**src/rtl/popcount_pkg.sv**
```systemverilog
// Shared constants for the time-multiplexed ones counter.
// State encoding and the per-cycle group size.
package popcount_pkg;

  localparam int GRP = 3;

  typedef enum logic [1:0] {
    IDLE = 2'd0,
    RUN  = 2'd1,
    DONE = 2'd2
  } state_e;

endpackage

```
**src/rtl/ones_count3.sv**
```systemverilog
// Three-input ones counter: y1 is the majority, y0 the parity.
// One instance is shared across every group of the word.
module ones_count3 (
  input  logic a,
  input  logic b,
  input  logic c,
  output logic y1,
  output logic y0
);

  assign y1 = (a & b) | (a & c) | (b & c);
  assign y0 = a ^ b ^ c;

endmodule

```
**src/rtl/popcount_sequencer.sv**
```systemverilog
// Multi-cycle popcount: one 3-bit group per cycle through a shared cell.
// Start/done handshake toward the requester; outputs decode from state.
module popcount_sequencer
  import popcount_pkg::*;
#(
  parameter  int WIDTH = 12,
  localparam int G     = (WIDTH + GRP - 1) / GRP,
  localparam int SW    = GRP * G,
  localparam int CW    = $clog2(WIDTH + 1),
  localparam int GIW   = (G > 1) ? $clog2(G) : 1
) (
  input  logic             clk,
  input  logic             rst_n,
  input  logic             start,
  input  logic [WIDTH-1:0] data_in,
  output logic             ready,
  output logic             busy,
  output logic             done,
  output logic [CW-1:0]    count
);

  state_e           state_q;
  logic [SW-1:0]    sh_q;
  logic [CW-1:0]    acc_q;
  logic [GIW-1:0]   gi_q;
  logic [CW-1:0]    count_q;
  logic [CW-1:0]    sum_d;
  logic             y1;
  logic             y0;

  ones_count3 u_cell (
    .a  (sh_q[2]),
    .b  (sh_q[1]),
    .c  (sh_q[0]),
    .y1 (y1),
    .y0 (y0)
  );

  // Padding groups are zero, so the 2-bit cell value always fits CW.
  assign sum_d = acc_q + CW'({y1, y0});

  always_ff @(posedge clk or negedge rst_n) begin
    if (!rst_n) begin
      state_q <= IDLE;
      sh_q    <= '0;
      acc_q   <= '0;
      gi_q    <= '0;
      count_q <= '0;
    end else begin
      unique case (state_q)
        IDLE: begin
          if (start) begin
            sh_q    <= SW'(data_in);
            acc_q   <= '0;
            gi_q    <= '0;
            state_q <= RUN;
          end
        end
        RUN: begin
          acc_q <= sum_d;
          sh_q  <= sh_q >> GRP;
          gi_q  <= gi_q + GIW'(1);
          if (gi_q == GIW'(G - 1)) begin
            count_q <= sum_d;
            state_q <= DONE;
          end
        end
        DONE: state_q <= IDLE;
        default: state_q <= IDLE;
      endcase
    end
  end

  assign ready = (state_q == IDLE);
  assign busy  = (state_q == RUN);
  assign done  = (state_q == DONE);
  assign count = count_q;

endmodule

```
**config.mk**
```make
export PLATFORM = sky130hd
export DESIGN_NAME = popcount_sequencer
export DESIGN_NICKNAME = d
export VERILOG_FILES = /design/src/rtl/popcount_pkg.sv /design/src/rtl/ones_count3.sv /design/src/rtl/popcount_sequencer.sv
export SDC_FILE = /design/constraint.sdc
export NUM_CORES = 1
export LEC_CHECK = 0
export CAP_MARGIN = 20
export CORE_ASPECT_RATIO = 2
export CORE_MARGIN = 2
export CORE_UTILIZATION = 46
export CTS_CLUSTER_DIAMETER = 100
export DETAILED_ROUTE_END_ITERATION = 10
export PLACE_DENSITY = 0.74
export SYNTH_ARGS = -nofsm -noshare
export SYNTH_HDL_FRONTEND = slang
export SYNTH_SLANG_ARGS = --single-unit
```
**constraint.sdc**
```tcl
create_clock -name clk -period 1.8 [get_ports clk]
set_input_delay 0.36 -clock clk [delete_from_list [all_inputs] [get_ports clk]]
set_output_delay 0.36 -clock clk [all_outputs]
set_load 0.03 [all_outputs]
```
# Word level (Yosys, flattened, before mapping)
# Cells that the tools add are included.
word_totals:
  regBits: 24
  inputBits: 15
  out_inout_bits: 7
  wordCells: 33
classes:
  muxes: 9
  addsub: 2
  eq_ne: 5
  bitwise: 7
  reduce_logical: 5
ops:
  columns: ["operator", "count"]
  rows:
  - ["$pmux W12 S2", 1]
  - ["$mux W12", 1]
  - ["$pmux W2 S2", 2]
  - ["$pmux W4 S2", 1]
  - ["$mux W2", 3]
  - ["$reduce_and A2 Y1", 3]
  - ["$add A4 B2 Y4", 1]
  - ["$eq A2 B2 Y1 const B", 2]
  - ["$mux W4", 1]
  - ["$and A1 B1 Y1", 3]
  - ["$add A2 B1 Y2 const B", 1]
  - ["$eq A2 B1 Y1 const B", 1]
  - ["$logic_not A2 Y1", 1]
  - ["$ne A2 B1 Y1 const B", 1]
  - ["$ne A2 B2 Y1 const B", 1]
  - ["$or A1 B1 Y1", 2]
  - ["$reduce_bool A2 Y1", 1]
  - ["$xor A1 B1 Y1", 2]

# Logic depth before layout (Yosys ltp)
# Gate-level depths: netlist of the first run.
depth:
  ltp_word: 5
  mapped_depth: 5
  ltp_nobuf: 5

# Hierarchy
# From an unflattened synthesis of the first run, not the netlist that was laid out.
unflattened:
  hier_cells: 110
  hier_area_um2: 1164.9
modules_own_cells:
  columns: ["module", "instances", "seq_area_each_um2", "cells_per_inst", "area_each_um2"]
  rows:
  - ["popcount_sequencer", 1, 600.6, 109, 1144.8]
  - ["ones_count3", 1, 0.0, 1, 20.0]

# Least setup slack after synthesis of the first run
# Ideal clock, no wire load.
synth_timing:
  path_type: "reg2reg"
  start: "reg sh_q[0]"
  end: "reg acc_q[2]"
  stages_incl_launch_ff: 6
  required_ns: 1.679
  path_buffers: 0
  arrival_ns: 1.909
  setup_ns: 0.121
  setup_slack_ns: -0.230
  synth_period_minus_slack_ns: 2.030
  path_cell_list: "dfrtp_1 fa_1 ha_1 fa_1 mux2_2 a22o_1"
synth_via:
  elab_chain_len: 5
  elab_cells_between_ends: 7
  cone_classes: "add/sub (1); mux (1); bitwise (5)"
synth_rtl:
  columns: ["element", "line_no", "rtl"]
  rows:
  - ["start: declaration", "popcount_sequencer.sv:23", "logic [SW-1:0] sh_q;"]
  - ["start signal: assignment", "popcount_sequencer.sv:53", "sh_q <= SW'(data_in);"]
  - ["start signal: assignment", "popcount_sequencer.sv:61", "sh_q <= sh_q >> GRP;"]
  - ["$and A1 B1 Y1", "ones_count3.sv:11", "assign y1 = (a & b) | (a & c) | (b & c);"]
  - ["$or A1 B1 Y1 (2 in a row)", "ones_count3.sv:11", null]
  - ["$add A4 B2 Y4 (*)", "popcount_sequencer.sv:40", "assign sum_d = acc_q + CW'({y1, y0});"]
  - ["$pmux W4 S2 (*)", "popcount_sequencer.sv:50", "unique case (state_q)"]
  - ["end signal: assignment", "popcount_sequencer.sv:60", "acc_q <= sum_d;"]
  - ["end: declaration", "popcount_sequencer.sv:24", "logic [CW-1:0] acc_q;"]
# Every way passes the cells marked *; elsewhere a longest branch is shown, timed or not.
# A chain may end at the register's enable or synchronous reset.

# Worst setup path after layout of the first run
# Same ends and word-level chain as after synthesis.

==> metrics, run 1 <==
status=finished with violations; failing checks=setup timing; CP top delay family=adder cells; HPWL after detailed placement=1710 um; placed cell areas=0.00147 mm^2; commonest cells after routing, fill and taps aside=dfrtp_1 (23), clkdlybuf4s50_1 (18), nand2_1 (16), buf_4 (9); crit path time final=1980 ps; H-tree levels=1; M3 GR Usage=1.73%; worst r2r src=sh_q[0]$_DFFE_PN0P_; clk_skew=2.94 ps; placer's final routability congestion estimate=0.745; Power Dens Cells=1710 mW/mm^2; synth unique cells=29; clock tree sinks=24; Die H=77.1 um; Crit. path cell count=5; RSZ-0062 raised after global routing=yes; internal power=1600 uW; CP Capture Type=flop; met2 Use GR=29.7%; relative slew slack=63.9%; Max Cap Viol=0; Psw=1030 uW; CP cell instances=fa_1, ha_2, fa_2, mux2_2, a22o_1; reg2reg end=acc_q[2]$_DFFE_PN0P_; maximum fanout along the worst path=2; commonest non-fill, non-tap cell in the layout=dfrtp_1; Mapped Cells=102; area leader, netlist=dfrtp_1; I/O pin count=22; Sequential Power Share=37.0%; CTS Buffer Depth=2; Synth area leaders=dfrtp_1 (49%), a22oi_2 (8.1%), o21ai_2 (5.7%); fill cell count=228; first-pass GRT wire length=3910 um; maximum VDD drop=0.00106 V; Yosys reg bits=24; worst-margin pin slew=541 ps; PnR worst setup slack=-180 ps; routed len/inst=14.4 um; GRT Residual Overflow=0; largest net degree at the start of global routing=25; Layout area overhead=25.5%; switch share=39.3%; root buffer cell=clkbuf_8; post-place setup slack=-185 ps; buffer and inverter count on the worst path=0; initial antenna violation count=0; Via density=5.47; dpl cells=152; Worst EP arrival=2140 ps; Seq/Total Area, Yosys=48.9%; post-synth top area share=48.9%; crit path from=sh_q[0]$_DFFE_PN0P_; Comb pwr share=49.1%; Fmax=505 MHz; final cell count without fillers=156; CTS tree=done; Post-Synthesis Cell Area=0.00123 mm^2; ratio of final minimum period to clock period=110%; vias in the first global route=886; total CTS buffers=3; Critical Path Max Stage Delay=480 ps; Leak=0.000689 uW; Slowest cell on crit path=fa_1; Routed Antenna Nets=0; area of the die=0.00313 mm^2; count of final setup violators=5; Critical Path Sink=acc_q[2]$_DFFE_PN0P_; number of port buffers=21; Rows=26; Hold Path Class=in2async; drt drc=0; via count=853; clock power share=13.9%; core area=0.00254 mm^2; startpoint class of the critical path=flop; nets@finish=149; Final Hold Fails=0; r2r worst-path depth=5; clk slew on worst S/H paths=90 ps; share of post-route cells with drive strength above 1=32.0%; CP Data Required Time=1960 ps; fin util=60.7%; GRT met1 Usage=21.2%; drt pass-1 iters=2; final max-slew violation count=0; post-synthesis area per instance=12.0 um^2; Starting DRT DRC Count=5; internal reg-to-reg setup slack=-180 ps; crit path kind=reg2reg; GR peak layer=met2; Synth Warn #=0; clk_lat worst skew=260 ps; initial core utilization=48.4%; syn nets=122; ant diodes=0; Finished Cell Area=0.00154 mm^2; Overall Global Routing Usage=17.8%; Die W=40.5 um; hold_buf cts=0; final wirelength=2240 um
==> worst min path at each step <==
stage	startpoint	end	slack, ps	cells past startpoint
after global routing	rst_n	count[3]$_DFFE_PN0P_	490	2
after global placement	count[3]$_DFFE_PN0P_	count[3]$_DFFE_PN0P_	470	2
after floorplan	rst_n	acc_q[0]$_DFFE_PN0P_	60	0
after CTS	rst_n	count[3]$_DFFE_PN0P_	460	2
after detailed placement	count[2]$_DFFE_PN0P_	count[2]$_DFFE_PN0P_	480	2
final	rst_n	gi_q[1]$_DFFE_PN0P_	450	2
==> synthesized netlist by cell type <==
cell       count
a21o_1         1
nor2b_1        2
a32o_1         2
nand3_1        1
nand3b_4       1
buf_4          1
inv_2          1
a2bb2oi_1      1
nor2b_4        1
buf_2          1
inv_1          3
ha_1           3
and3b_1        1
o21ai_0        5
buf_6          3
nand2_1       16
o21ai_2        8
mux2_2         3
a22o_1         4
o21bai_4       1
o21ai_1        1
dfrtp_1       24
xnor2_1        1
a21oi_1        2
nor2_1         3
a22oi_2        8
fa_1           2
nand2b_1       1
a32oi_1        1
==> layer usage <==
metal  wire, um  part of all wire (%)
met2       1270                    57
met4         21                  0.94
met5          0                     0
met3         43                   1.9
met1        905                    40
==> area by class of cell <==
type,instances,area [um^2],share of cell area (%)
timing repair buffer,27,248,16.1
multi-input combinational,69,587,38.1
sequential,24,602,39.0
clock buffer,4,55.1,3.57
tap,28,35.0,2.27
inverter,4,15.0,0.974
==> power by group through the flow <==
| stage | Clock [uW] | Combinational [uW] | Sequential, uW |
|---|---|---|---|
| 6_report | 364 | 1290 | 974 |
| 3_5_place_dp | 0 | 1290 | 982 |
| 5_1_grt | 401 | 1430 | 1010 |
| 2_1_floorplan | 0 | 948 | 970 |
| 4_1_cts | 375 | 1310 | 973 |
| 3_3_place_gp | 0 | 1260 | 969 |
==> state kept, by name, indices dropped and copies added (netlist names) <==
register / count
count: 4
acc_q: 4
state_q: 2
gi_q: 2
sh_q: 12
==> worst register-to-register path, stage by stage, from the launching register on <==
cell and delay [ps]:
dfrtp_1 400, fa_1 480, ha_2 200, fa_2 350, mux2_2 270, a22o_1 180
==> kinds of logic after synthesis <==
kind of cell | share of synthesized area (%)
AND/OR/NAND/NOR | 11.2
buffers and inverters | 4.99
adder cells (fa/ha/maj) | 6.31
XOR/XNOR | 0.713
multiplexers | 2.75
flip-flops | 48.9
AO/OA/AOI/OAI | 25.2
==> metrics by stage <==
step / power (uW) / TNS (ps) / hold slack, ps
floorplan: 1920 / -318 / 64.4
global placement: 2220 / -362 / 466
detailed placement: 2270 / -530 / 475
CTS: 2650 / -564 / 462
global route: 2850 / -970 / 490
finish: 2630 / -492 / 455
==> timing repair <==
item,in CTS,in global routing
pin swaps,0,3
resized for setup,3,3
setup endpoints to repair,7,8
buffers inserted,0,0
No activity file was read; power rests on OpenSTA's default activity.
==> run 2: changes to the inputs <==
Settings changed: CORE_ASPECT_RATIO 2 to not set, CORE_UTILIZATION 46 to 55, DONT_BUFFER_PORTS set to 1, PLACE_DENSITY 0.74 to 0.73.
==> run 2 against run 1 <==
The flow still finishes with violations (setup timing). Core utilization up 2.1 points. Clock power shrank 37%. Critical path depth did not move. Sequential share of layout area increased by 5.0 points. Total power is 6.6% lower. Clock-buffer cell count is 1 lower. Design area is 12% lower. Hold slack lost 250 ps. Critical path type unchanged. Largest cell class is now multi-input gates.
==> metrics, run 2 (synthesis gave the netlist of run 1 again) <==
clk_lat worst skew=300 ps (+40 ps); hold path endpoint=sh_q[10]$_DFFE_PN0P_; final max-slew violation count=0 (unchanged); Worst EP arrival=2190 ps (+50 ps); Hold Crit Depth=1; reg2reg end=acc_q[2]$_DFFE_PN0P_; total CTS buffers=3 (unchanged); first-pass GRT wire length=3490 um (-11%); HPWL after detailed placement=1470 um (-14%); final cell count without fillers=136 (-13%); Die W=51.3 um (+26%); dpl cells=131 (-14%); largest net degree at the start of global routing=25 (unchanged); Final TNS setup=-580 ps (-88.0 ps); Power Dens Cells=1800 mW/mm^2 (+5.7%); CP Capture Type=flop; commonest cells after routing, fill and taps aside=dfrtp_1 (24), nand2_1 (16), a22oi_2 (8), o21ai_2 (8), buf_4 (6); r2r worst-path depth=5 (unchanged); fin util=62.8% (+2.1 points); Hold Path Class=in2reg; clock tree sinks=24 (unchanged); Leak=0.000609 uW (-12%); routed len/inst=16.6 um (+16%); Max Cap Viol=0 (unchanged); Final Hold Fails=0 (unchanged); buffer and inverter count on the worst path=0 (unchanged); relative slew slack=71.1% (+7.2 points); I/O pin count=22 (unchanged); commonest non-fill, non-tap cell in the layout=dfrtp_1; Overall Global Routing Usage=18.3% (+0.53 points); hold_ws=209 ps (-246 ps); share of post-route cells with drive strength above 1=37.0% (+5.0 points); initial antenna violation count=0 (unchanged); Post-CTS Setup Inserts=0 (unchanged); worst-margin pin slew=433 ps (-109 ps); Routed Antenna Nets=0 (unchanged); Critical Path Max Stage Delay=500 ps (+20 ps); vias in the first global route=802 (-9.5%); worst r2r src=sh_q[0]$_DFFE_PN0P_; clk slew on worst S/H paths=120 ps (+30 ps); maximum fanout along the worst path=2 (unchanged); final wirelength=2260 um (+0.76%); ratio of final minimum period to clock period=110% (about the same); maximum VDD drop=0.00124 V (+17%); area of the die=0.00263 mm^2 (-16%); Final Power=2460 uW (-6.6%); root buffer cell=clkbuf_4; drt drc=0 (unchanged); status=finished with violations; ant diodes=0 (unchanged); via count=805 (-5.6%); Starting DRT DRC Count=11 (+6); internal reg-to-reg setup slack=-180 ps (about the same); crit path time final=1980 ps (-1.20 ps); CTS tree=done; initial core utilization=56.6% (+8.2 points); Top reg by flops=sh_q; Rows=17 (-35%); Die H=51.3 um (-33%); placer's final routability congestion estimate=0.763 (+2.4%); GRT Residual Overflow=0 (unchanged); count of final setup violators=6 (+1); Fmax=505 MHz (about the same); drt pass-1 iters=3 (+1); hold wc startpoint=data_in[10]; H-tree levels=1 (unchanged); failing checks=setup timing; clk_skew=1.30 ps (-1.65 ps); PnR worst setup slack=-178 ps (+1.20 ps); CP most frequent cell=fa_2; number of port buffers=0 (-100%); CTS Buffer Depth=2 (unchanged); Layout area overhead=10.9%; core area=0.00217 mm^2 (-14%); startpoint class of the critical path=flop; max reg flops=12 (unchanged); crit path kind=reg2reg; CP Data Required Time=2010 ps (+50 ps); RSZ-0062 raised after global routing=yes; Via density=5.92 (+8.3%); Slowest cell on crit path=fa_2; CP cell instances=fa_2, ha_4, fa_2, mux2_2, a22o_1; CP top delay family=adder cells; nets@finish=130 (-13%)
==> run 2: changes by cell type in the layout (fill, tap and decap cells not counted), sizes merged <==
cell           before  now
buf                 9    7
clkbuf              4    3
clkdlybuf4s50      18    0
dlygate4sd3         0    1
==> run 2: worst max-delay path by stage <==
stage | cells after the start | from | end | slack [ps]
2_1_floorplan | 5 | sh_q[0]$_DFFE_PN0P_ | acc_q[2]$_DFFE_PN0P_ | -150
3_3_place_gp | 5 | sh_q[0]$_DFFE_PN0P_ | acc_q[2]$_DFFE_PN0P_ | -140
3_5_place_dp | 5 | sh_q[0]$_DFFE_PN0P_ | acc_q[2]$_DFFE_PN0P_ | -170
4_1_cts | 5 | sh_q[0]$_DFFE_PN0P_ | acc_q[2]$_DFFE_PN0P_ | -180
5_1_grt | 5 | sh_q[0]$_DFFE_PN0P_ | acc_q[2]$_DFFE_PN0P_ | -230
6_report | 5 | sh_q[0]$_DFFE_PN0P_ | acc_q[2]$_DFFE_PN0P_ | -180
==> run 2: cell type report <==
type	instances	area, um^2
well taps	28	35.0
multi-input cells	69	607
clock buffers	3	22.5
fillers	191	807
flip-flops and latches	24	601
repair buffers	8	82.6
inverters	4	15.0
==> run 2: timing repair <==
item	CTS	global route
pin swaps	1	2
hold buffers	1	0
endpoints found under the setup margin	5	7
endpoints found under the hold margin	24	0
gates cloned	0	0
gates resized for setup	3	6
==> run 2: report_power, final <==
group	switching, uW	leakage [uW]	internal (uW)
logic	602	0.000285	580
registers	291	0.000310	756
clock network	150	0.0000138	78.1
==> run 2: metal layers <==
layer  vias up  wire length, um  track usage, %
met5         -                0               0
met4         0               36            9.21
met3         4               96            3.51
met2        18             1200            32.9
met1       401              924            20.5
li1        382                -               -
==> run 2: metrics by stage <==
stage | cell area (um^2) | setup slack [ps]
2_1_floorplan | 1230 | -148
3_3_place_gp | 1270 | -141
3_5_place_dp | 1270 | -169
4_1_cts | 1310 | -178
5_1_grt | 1360 | -227
6_report | 1360 | -178
==> run 3: changes to the inputs <==
Settings changed: ABC_AREA set to 1, CORE_UTILIZATION 55 to 54, CTS_CLUSTER_DIAMETER 100 to 60, PLACE_DENSITY 0.73 to 0.72.
==> run 3 against run 2 <==
The flow still finishes with violations (setup timing). Routed wire length down 7.1%. Clock power up 73%. Hold slack worse by 42 ps. Global-route usage up 1.2 points. Clock-buffer cell count unchanged. Setup slack better by 130 ps. Die area down 4.3%. Clock skew up 8.1 ps. Register-to-register slack better by 130 ps. Total power up 6.9%. Final cell count up 22%. First-iteration DRC count up 9.1%. Largest cell class is now registers.
==> metrics, run 3 <==
Mapped Cells=133 (+30%); PnR worst setup slack=-52.5 ps (+126 ps); share of post-route cells with drive strength above 1=12.9% (-24 points); status=finished with violations; crit path kind=reg2reg; initial core utilization=58.0% (+1.4 points); final max-slew violation count=0 (unchanged); GRT Residual Overflow=0 (unchanged); Post-CTS Setup Inserts=0 (unchanged); Die W=50.1 um (-2.2%); HPWL after detailed placement=1450 um (-1.8%); Hold Path Class=in2reg; total CTS buffers=3 (unchanged); clk_skew=9.43 ps (+8.14 ps); post-synthesis area per instance=8.65 um^2 (-28%); H-tree levels=1 (unchanged); post-synth top area share=52.2% (+3.4 points); Routed Antenna Nets=0 (unchanged); commonest cells after routing, fill and taps aside=nand2_1 (51), dfrtp_1 (24), inv_1 (16), o211ai_1 (8), nand3_1 (6); RSZ-0062 raised after global routing=yes; relative slew slack=60.1% (-11 points); clk slew on worst S/H paths=140 ps (+20 ps); Die H=50.1 um (-2.2%); Max Cap Viol=0 (unchanged); syn nets=153 (+25%); Final Hold Fails=0 (unchanged); I/O pin count=22 (unchanged); Synth Flop Type=dfrtp_1; ant diodes=0 (unchanged); Layout area overhead=11.2%; Synth Warn #=0 (unchanged); Via density=5.30 (-10%); core area=0.00198 mm^2 (-8.7%); startpoint class of the critical path=flop; area leader, netlist=dfrtp_1; Worst EP arrival=2120 ps (-70 ps); synth unique cells=18 (-38%); Starting DRT DRC Count=12 (+1); root buffer cell=clkbuf_4; placer's final routability congestion estimate=0.752 (-1.5%); vias in the first global route=866 (+8.0%); Post-synth top cells=nand2_1 (51), dfrtp_1 (24), inv_1 (17); hold_ws=166 ps (-42.4 ps); Post-Synthesis Cell Area=0.00115 mm^2 (-6.4%); final wirelength=2100 um (-7.1%); largest net degree at the start of global routing=25 (unchanged); first-pass GRT wire length=3640 um (+4.4%); CTS tree=done; max reg flops=12 (unchanged); most frequent cell after synthesis=nand2_1; CP Data Required Time=2060 ps (+50 ps); post-place setup slack=-87.8 ps (+81.0 ps); failing checks=setup timing; CTS Buffer Depth=2 (unchanged); maximum VDD drop=0.00116 V (-6.6%); CP Capture Type=flop; EDFF count, synth=0 (unchanged); area of the die=0.00251 mm^2 (-4.3%); initial antenna violation count=0 (unchanged); commonest non-fill, non-tap cell in the layout=nand2_1; Post-synth ARST share=100% (unchanged); ratio of final minimum period to clock period=103% (-7.0 points); nets@finish=160 (+23%); drt pass-1 iters=4 (+1); drt drc=0 (unchanged); clk_lat worst skew=320 ps (+20 ps); Rows=16 (-1); clock tree sinks=24 (unchanged); crit path time final=1850 ps (-126 ps); Overall Global Routing Usage=19.5% (+1.2 points); fin util=64.5% (+1.7 points); Seq/Total Area, Yosys=52.2% (+3.4 points); maximum fanout along the worst path=2 (unchanged); internal reg-to-reg setup slack=-50 ps (+130 ps); Synth area leaders=dfrtp_1 (52%), nand2_1 (17%), inv_1 (5.5%); Leak=0.000660 uW (+8.4%); routed len/inst=12.6 um (-24%); number of port buffers=0 (unchanged); Fmax=540 MHz (+6.8%); count of final setup violators=2 (-4); Yosys reg bits=24 (unchanged); Power Dens Cells=2050 mW/mm^2 (+14%); Top reg by flops=sh_q; worst-margin pin slew=596 ps (+164 ps); via count=880 (+9.3%)
==> run 3: cell count changes after synthesis, moves of 3 or more <==
cell,delta
nand2_1,+35
a22o_1,-4
mux2_2,-3
o21ai_2,-8
a22oi_2,-8
nand3_1,+7
o211ai_1,+8
inv_1,+14
==> run 3: routing by layer <==
metal	GRT usage, %	vias to the layer above	part of all wire, %	routed length, um
li1	-	431	-	-
met1	25.2	428	49	1020
met2	30.7	17	46	964
met3	5.36	4	4.0	83
met4	8.33	0	1.4	30
met5	0	-	0	0
==> run 3: critical path, stage by stage (launching register included) <==
cell and delay, ps:
dfrtp_1 420, fa_1 510, ha_2 200, fa_2 530
inv_2 40, o21ai_1 100
==> run 3: cell type report <==
type | instances | area [um^2]
flip-flops and latches | 24 | 601
clock inverters | 1 | 30.0
multi-input cells | 88 | 480
fillers | 181 | 703
well taps | 27 | 33.8
clock buffers | 3 | 22.5
inverters | 18 | 67.6
repair buffers | 5 | 43.8
==> run 3: cells by family (layout without fill, tap and decap cells) <==
| group | after synthesis | in the layout | synth area share (%) |
|---|---|---|---|
| adder cells (fa/ha/maj) | 5 | 5 | 6.75 |
| AO/OA/AOI/OAI | 17 | 17 | 9.14 |
| AND/OR/NAND/NOR | 65 | 65 | 23.2 |
| XOR/XNOR | 1 | 1 | 0.762 |
| flip-flops | 24 | 24 | 52.2 |
| buffers and inverters | 21 | 27 | 7.94 |
==> run 3: what timing repair did <==
| item | CTS | global route |
|---|---|---|
| pin swaps | 6 | 4 |
| endpoints found under the hold margin | 24 | 0 |
| gates resized for setup | 7 | 2 |
| endpoints found under the setup margin | 4 | 6 |
| hold buffers | 1 | 0 |
==> run 3: per-stage QoR <==
stage / setup TNS [ps] / cell area, um^2 / instances / power (uW)
floorplan: 0 / 1150 / 133 / 1890
global placement: -18.2 / 1180 / 160 / 2100
detailed placement: -272 / 1180 / 160 / 2150
CTS: -303 / 1260 / 165 / 2640
global route: -403 / 1280 / 166 / 2840
finish: -97.3 / 1280 / 166 / 2630
==> run 3: power by group <==
part	switching (uW)	leakage (uW)	total, uW	internal (uW)
combinational	733	0.000330	1200	463
clock	168	0.0000279	394	225
sequential	257	0.000302	1040	781
total	1160	0.000660	2630	1470
==> run 3: worst paths after layout <==
| check | startpoint | end | depth (start not counted) |
|---|---|---|---|
| worst max-delay path | sh_q[1]$_DFFE_PN0P_ | acc_q[1]$_DFFE_PN0P_ | 5 |
| worst min register to register | gi_q[0]$_DFFE_PN0P_ | gi_q[0]$_DFFE_PN0P_ | 1 |
| worst min-delay path | data_in[9] | sh_q[9]$_DFFE_PN0P_ | 2 |
| max in group asynchronous | rst_n | count[3]$_DFFE_PN0P_ | 2 |
| min in group asynchronous | rst_n | state_q[0]$_DFFE_PN0P_ | 1 |
| worst max register to register | sh_q[1]$_DFFE_PN0P_ | acc_q[1]$_DFFE_PN0P_ | 5 |
